## config.mk

```make
export PLATFORM = sky130hd
export DESIGN_NAME = uart_rx_framer
export DESIGN_NICKNAME = d
export VERILOG_FILES = /design/src/rtl/uart_rx_framer.sv
export SDC_FILE = /design/constraint.sdc
export NUM_CORES = 1
export LEC_CHECK = 0
export ABC_AREA = 1
export CAP_MARGIN = 20
export CORE_MARGIN = 1
export CORE_UTILIZATION = 35
export CTS_BUF_LIST = sky130_fd_sc_hd__clkbuf_8
export CTS_CLUSTER_DIAMETER = 30
export DETAILED_ROUTE_END_ITERATION = 10
export GPL_ROUTABILITY_DRIVEN = 0
export PLACE_DENSITY_LB_ADDON = 0.15
export SLEW_MARGIN = 20
export SYNTH_ARGS = -nofsm -noshare
export SYNTH_HDL_FRONTEND = slang
export SYNTH_SLANG_ARGS = --single-unit
```

## constraint.sdc

```tcl
create_clock -name clk -period 2.36 [get_ports clk]
set_input_delay 0.354 -clock clk [delete_from_list [all_inputs] [get_ports clk]]
set_output_delay 0.354 -clock clk [all_outputs]
set_load 0.02 [all_outputs]
```

## src/rtl/uart_rx_framer.sv

```systemverilog
// Byte-stream framer behind a UART receiver: finds SYNC_BYTE, LEN, payload, CSUM,
// checks the XOR checksum, and replays a verified payload through a valid/ready port.
module uart_rx_framer #(
  parameter logic [7:0] SYNC_BYTE    = 8'hA5,
  parameter int         MAX_LEN      = 16,
  parameter int         TIMEOUT_CLKS = 25000
) (
  input  logic       clk,
  input  logic       rst,
  input  logic [7:0] rx_data,
  input  logic       rx_done,
  output logic [7:0] out_data,
  output logic       out_valid,
  input  logic       out_ready,
  output logic       out_last,
  output logic       frame_err,
  output logic [1:0] err_code,
  output logic       overrun
);

  localparam int PTR_W = (MAX_LEN > 1) ? $clog2(MAX_LEN) : 1;
  localparam int CNT_W = $clog2(TIMEOUT_CLKS + 1);
  localparam logic [CNT_W-1:0] IDLE_LAST = CNT_W'(TIMEOUT_CLKS - 1);

  typedef enum logic [2:0] {
    ST_HUNT,
    ST_LEN,
    ST_PAYLOAD,
    ST_CSUM,
    ST_DRAIN
  } state_t;

  typedef enum logic [1:0] {
    ERR_NONE    = 2'b00,
    ERR_LEN     = 2'b01,
    ERR_CSUM    = 2'b10,
    ERR_TIMEOUT = 2'b11
  } err_t;

  state_t           state;
  state_t           state_n;
  logic [7:0]       len_q;
  logic [7:0]       csum_q;
  logic [7:0]       wr_ptr;
  logic [7:0]       rd_ptr;
  logic [CNT_W-1:0] idle_cnt;
  logic [7:0]       buf_mem [MAX_LEN];
  logic             frame_err_q;
  err_t             err_code_q;

  logic len_ok;
  logic csum_ok;
  logic last_wr;
  logic last_rd;
  logic timeout;
  logic in_frame;
  logic in_frame_n;
  logic err_set;
  err_t err_kind;

  assign len_ok     = (rx_data != 8'd0) && ({24'd0, rx_data} <= 32'(MAX_LEN));
  assign csum_ok    = (rx_data == csum_q);
  assign last_wr    = (wr_ptr == len_q - 8'd1);
  assign last_rd    = (rd_ptr == len_q - 8'd1);
  assign timeout    = (idle_cnt == IDLE_LAST);
  assign in_frame   = (state == ST_LEN) || (state == ST_PAYLOAD) || (state == ST_CSUM);
  assign in_frame_n = (state_n == ST_LEN) || (state_n == ST_PAYLOAD) || (state_n == ST_CSUM);

  // NOTE: every register here is written with <= so all flops update from
  // the same pre-edge values; blocking assignments would create order races.
  always_ff @(posedge clk) begin
    if (rst) begin
      state <= ST_HUNT;
    end else begin
      state <= state_n;
    end
  end

  // NOTE: each combinational output gets a default before the case so no
  // path leaves it unassigned, which would otherwise infer a latch.
  always_comb begin
    state_n  = state;
    err_set  = 1'b0;
    err_kind = ERR_NONE;
    unique case (state)
      ST_HUNT: begin
        if (rx_done && (rx_data == SYNC_BYTE)) state_n = ST_LEN;
      end
      ST_LEN: begin
        if (rx_done) begin
          if (len_ok) begin
            state_n = ST_PAYLOAD;
          end else begin
            state_n  = ST_HUNT;
            err_set  = 1'b1;
            err_kind = ERR_LEN;
          end
        end
      end
      ST_PAYLOAD: begin
        if (rx_done && last_wr) state_n = ST_CSUM;
      end
      ST_CSUM: begin
        if (rx_done) begin
          if (csum_ok) begin
            state_n = ST_DRAIN;
          end else begin
            state_n  = ST_HUNT;
            err_set  = 1'b1;
            err_kind = ERR_CSUM;
          end
        end
      end
      ST_DRAIN: begin
        if (out_ready && last_rd) state_n = ST_HUNT;
      end
      default: state_n = ST_HUNT;
    endcase

    // A byte arriving on the final idle clock still counts as activity.
    if (in_frame && !rx_done && timeout) begin
      state_n  = ST_HUNT;
      err_set  = 1'b1;
      err_kind = ERR_TIMEOUT;
    end
  end

  always_comb begin
    out_valid = 1'b0;
    out_last  = 1'b0;
    overrun   = 1'b0;
    out_data  = 8'h00;
    if (state == ST_DRAIN) begin
      out_valid = 1'b1;
      out_last  = last_rd;
      overrun   = rx_done;
      out_data  = buf_mem[rd_ptr[PTR_W-1:0]];
    end
  end

  assign frame_err = frame_err_q;
  assign err_code  = err_code_q;

  always_ff @(posedge clk) begin
    if (rst) begin
      len_q       <= 8'd0;
      csum_q      <= 8'd0;
      wr_ptr      <= 8'd0;
      rd_ptr      <= 8'd0;
      idle_cnt    <= '0;
      frame_err_q <= 1'b0;
      err_code_q  <= ERR_NONE;
    end else begin
      frame_err_q <= err_set;
      if (err_set) err_code_q <= err_kind;

      if (in_frame_n && in_frame && !rx_done) begin
        idle_cnt <= idle_cnt + CNT_W'(1);
      end else begin
        idle_cnt <= '0;
      end

      if ((state == ST_LEN) && rx_done && len_ok) begin
        len_q  <= rx_data;
        csum_q <= rx_data;
        wr_ptr <= 8'd0;
      end

      if ((state == ST_PAYLOAD) && rx_done) begin
        csum_q <= csum_q ^ rx_data;
        wr_ptr <= wr_ptr + 8'd1;
      end

      if ((state == ST_CSUM) && rx_done && csum_ok) begin
        rd_ptr <= 8'd0;
      end else if ((state == ST_DRAIN) && out_ready) begin
        rd_ptr <= rd_ptr + 8'd1;
      end
    end
  end

  // NOTE: the payload buffer has no reset; it is only read after being
  // written by the current frame, so clearing it would add logic for nothing.
  always_ff @(posedge clk) begin
    if ((state == ST_PAYLOAD) && rx_done) begin
      buf_mem[wr_ptr[PTR_W-1:0]] <= rx_data;
    end
  end

endmodule

```

* Word-level counts from Yosys, hierarchy flattened
Memories as Yosys holds them, arrays and structs flattened. A register that Yosys moved wholly into a read port is not among the register bits. Index checks and enable logic that the tools add are counted.
Storage, ports and cells: memories 1, memory bits (read-only) 0, word-level logic and storage cells 85, bits in writable memories 128, bits in latches 0, register bits after elaboration 53, output and inout bits 14
Memory list:
- buf_mem | depth 16, bits a word 8, read ports 1, clocked after memory_dff 1, write ports 1, line 47 | logic [7:0] buf_mem [MAX_LEN];
Operators by class: div/mod/pow operators 0, eq/ne operators 12, magnitude comparators 1, bitwise gates (word level) 2, multiply operators 0, reduce and logical (&&, ||, !) cells 24, multiplexer cells 33, add/subtract/negate cells 4, shifts and indexed selects 0
Operator list (number):
- 2-to-1 mux 8 bit | 5
- == test 8 bit | 3
- 2-to-1 mux 3 bit | 7
- adder 8 x 1 -> 8 bit (second input constant) | 2
- adder 15 x 1 -> 15 bit (second input constant) | 1
- == test 15 bit (second input constant) | 1
- one-hot mux 3 bit (5 select lines) | 1
- logical AND 1 bit | 14
- == test 3 x 2 -> 1 bit (second input constant) | 4
- 2-to-1 mux 1 bit | 12
- == test 8 bit (second input constant) | 1
- less-or-equal comparator 8 x 5 -> 1 bit (second input constant) | 1
- 2-to-1 mux 2 bit | 4
- 2-to-1 mux 4 bit | 2
- nonzero test 8 bit | 1
- subtractor 8 x 1 -> 8 bit (second input constant) | 1
- bitwise XOR 8 bit | 1
- == test 3 x 1 -> 1 bit (second input constant) | 2
- logical OR 1 bit | 4
- one-hot mux 2 bit (2 select lines) | 1
- OR reduction 2 bit | 2
- == test 3 bit (second input constant) | 1
- zero test 3 bit | 1
- one-hot mux 1 bit (2 select lines) | 1
- other kinds (3) | 3

* Depth between registers and ports, before layout
depth after elaboration 13, depth in mapped cells 17, depth with buffers taken out 16

* Worst setup path before layout
OpenSTA, ideal clock, no wires.
path type reg2out, start point register len_q[0], end point output out_last, path slack 0.169 ns, buffers on the path 0, data arrival time 1.837 ns, cell stages (with the launch flop) 13, path through dfxtp_1 -> inv_2 -> ha_1 -> nand2_2 -> nor2_1 -> nand2_1 -> nand2_1 -> nand2_1 -> inv_2 -> nor2_1 -> nor3b_1 -> nand2_1 -> nor3_1
On the way: cells in the longest elaborated chain, start to end 3
RTL lines:
- start: declaration | line 42 | logic [7:0] len_q;
- start signal: assignment | line 164 | len_q <= rx_data;
- subtractor 8 x 1 -> 8 bit | line 64 | assign last_rd = (rd_ptr == len_q - 8'd1);
- == test 8 bit | line 64
- 2-to-1 mux 1 bit | line 133 | if (state == ST_DRAIN) begin
- end: declaration | line 15 | output logic out_last,
No other way between the ends.

==> out/results.tsv <==
stage	metric	value	unit
global_routing	met3_usage	3.47	%
clock_tree	h-tree-depth	4	
timing	period_share	103	%
route	vias	6178	
placed_design	post-place-ws	-0.0824	ns
cells_and_area	drive_above_1_share	26.7	%
floorplanning	die_w	154	um
timing	fin_crit	2.43	ns
route	wl_per_cell	18.5	um
cells_and_area	n_fill_cell	2151	
timing	slew_headroom	68.9	%
critical_path	crit_buf_inv	4	
floorplanning	boundaryPins	26	
timing	slew_violations	0	
timing	hold_viol	0	
synthesis	synthesis.nets	821	
global_routing	gr-usage-met1	25.1	%
timing	rsz0062_at_grt	yes	
cells_and_area	area_growth	29.0	%
critical_path	cp_num_cells	8	
global_routing	antenna_found_initial	0	
clock_tree	root_buffer	clkbuf_8	
timing	setup_viol	5	
synthesis	synth_flop_cell	edfxtp_1	
clock_tree	hold_buffers	0	
clock_tree	cts_sinks	185	
route	wl	22.6	mm
critical_path	crit_slowest_cell	dfxtp_4	
critical_path	worstPathCellList	clkinv_8, buf_12, buf_6, o21ai_2, o22ai_2, o211ai_1, a21oi_1, buf_4	
timing	max_slew.worst_pin.slew	0.463	ns
global_routing	busiest_layer	met2	
floorplanning	die-area	23700	sq um
synthesis	synth-seq-area-share	61.7	%
placed_design	place.detailed.hpwl	14.6	mm
global_routing	grt_pass1_vias	5914	
run_status	violations	negative setup slack	
power_and_ir_drop	cellLeakagePower	3.71	nW
global_routing	grt_max_degree	27	
clock_tree	cts_tree	yes	
route	drtAntennaViolNets	0	
clock_tree	clk_latency	0.49	ns
floorplanning	start_util	35.7	%
floorplanning	core_region_area	22600	sq um
critical_path	path_max_fanout	8	
synthesis	avgSynthCellArea	10.1	sq um
synthesis	synth_edf_count	128	
critical_path	worstPathRequired	2.01	ns
timing	clock_skew	0.0243	ns
critical_path	worstSetupEndpointType	primary output	
global_routing	grt.overflow.total	0	
floorplanning	rows	55	
critical_path	crit_family	buffers and inverters	
synthesis	synth_warnings	0	
synthesis	ys_ff_latch	185	
global_routing	grt_usage	19.0	%
route	dr.pass1.iters	4	
cells_and_area	regArea	5000	sq um
critical_path	crit_arrival	2.07	ns
global_routing	use_met2	31.6	%
cells_and_area	diodes	0	
route	drt_iter0_drc	348	
timing	hold_ws	0.468	ns
clock_tree	numCtsBuffers	17	
power_and_ir_drop	power.density	555	nW/um^2
route	avgViaCountPerCell	5.06	
clock_tree	path_clk_slew	0.10	ns
run_status	status	complete, but fails checks	
cells_and_area	multiInputGateArea	3010	sq um
synthesis	ys_types	37	
power_and_ir_drop	vdd_drop_max	0.302	mV
synthesis	synthArstFlopShare	0	%
run	drv_cap	0	
clock_tree	cts_buffer_depth	2	
critical_path	worst-setup-path-type	reg -> out	
timing	fmax	0.412	GHz
critical_path	reg2regPathDepth	16	
synthesis	synthCells	802	
synthesis	syn_area	8080	sq um
min_path	hold_class	reg -> reg	
critical_path	worstSetupStartpointType	flop	
cells_and_area	layout.nets	942	
critical_path	slowest_delay	0.49	ns
placed_design	io_buffers	25	
route	drc	0	
timing	fin_ws	-0.0650	ns
global_routing	grt_pass1_wl	33.5	mm
min_path	worstHoldPathCells	1	
floorplanning	die_y	154	um
## synth_stat cells, types with 2 or more instances
library cell    n  area share [%]
o21ai_0        69             4.3
buf_1           4            0.19
ha_1            7             1.1
o211ai_1        9            0.84
nor4_1          5            0.39
a211oi_1        2            0.19
nand3_1        53             3.3
a31oi_1         5            0.39
clkbuf_1       22             1.0
xor2_1         27             2.9
nand2_4         2            0.28
nor2_2         13             1.0
nand2_2         6            0.46
nand4_1         7            0.54
nor3_1         12            0.74
buf_2           4            0.25
nor2_1        129             6.0
nor2_4          4            0.56
o221ai_1       23             2.5
o22ai_1         9            0.70
a21oi_1        28             1.7
clkinv_1        2           0.093
inv_2           6            0.28
nand2_1       107             5.0
nand3b_1        2            0.19
edfxtp_1      128              48
inv_1          51             2.4
dfxtp_1        57              14
## kinds of logic after synthesis
family | Yosys count | synth area share (%)
xor+xnor | 27 | 2.93
compound gates | 148 | 10.9
fa+ha+maj | 7 | 1.08
simple gates | 345 | 19.0
flops | 185 | 61.7
buf+inv | 90 | 4.33
## cell type report
cell class                      instances  area share (%)
Clock buffer                           18            2.38
Clock inverter                         14            1.51
Inverter                               59            2.27
Multi-Input combinational cell        527            28.9
Sequential cell                       185            47.9
Tap cell                              285            3.42
Timing Repair Buffer                  133            13.6
## path summary, 6_finish.rpt
check | startpoint | to | slack [ns]
setup / recovery | flop | out_data[4] | -0.07
hold / removal | idle_cnt[0] | idle_cnt[0] | 0.47
setup reg to reg | len_q[0] | idle_cnt[8] | 0.39
hold reg to reg | idle_cnt[0] | idle_cnt[0] | 0.47
## what timing repair did
action                     in CTS  in global routing
pin swaps                       7                 44
setup endpoints to repair      10                 10
gates resized for setup        64                116
gates cloned                    2                 10
setup buffers                   1                 11
## power by group
group          leakage, nW  switching, W  total, W  internal (W)
registers             1.61  0.0000000470   0.00345       0.00345
logic                 1.88     0.0000860  0.000127     0.0000414
clock network        0.210       0.00129   0.00220      0.000909
## cells in the final DEF (no fill, tap or decap), drive strengths merged, types with 2 or more instances in the layout
| cell | count |
|---|---|
| nor2 | 146 |
| edfxtp | 128 |
| nand2 | 115 |
| buf | 108 |
| o21ai | 69 |
| inv | 63 |
| dfxtp | 57 |
| nand3 | 55 |
| a21oi | 29 |
| clkbuf | 28 |
| xor2 | 27 |
| o221ai | 23 |
| clkdlybuf4s50 | 15 |
| nor3 | 13 |
| o211ai | 9 |
| o22ai | 9 |
| clkinv | 9 |
| nand4 | 7 |
| ha | 7 |
| nor4 | 5 |
| a31oi | 5 |
| nand3b | 2 |
| a211oi | 2 |
## worst reg2reg max path: cells and delay by family, from the launching register on
family                     cells  cell delay, ns
DFF                            1            0.34
adders and majority gates      1            0.24
buffers and inverters          3            0.22
and+or+nand+nor               12            1.11
## stage by stage
stage | util, % | total power, W | instances | TNS, ns | area, sq um
floorplan | - | 0.00356 | 802 | 0 | 8080
global placement | 40.9 | 0.00366 | 1166 | -0.249 | 9260
detailed placement | 40.9 | 0.00366 | 1166 | -0.251 | 9260
CTS | 43.1 | 0.00582 | 1201 | -0.267 | 9750
global route | 46.1 | 0.00596 | 1221 | -1.03 | 10400
finish | 46.1 | 0.00579 | 1221 | -0.244 | 10400
## state kept, by name, indices dropped and copies added (netlist names), named ones only
register / count
buf_mem: 128
idle_cnt: 15
csum_q: 8
len_q: 8
rd_ptr: 8
wr_ptr: 8
state: 3
err_code: 2
frame_err: 1
## routing by layer
metal / vias to the layer above / routed length, um
li1: 3058 / -
met1: 2988 / 10500
met2: 108 / 11100
met3: 24 / 668
met4: 0 / 335
met5: - / 0
Note: power is estimated with default switching activity, not from simulation.
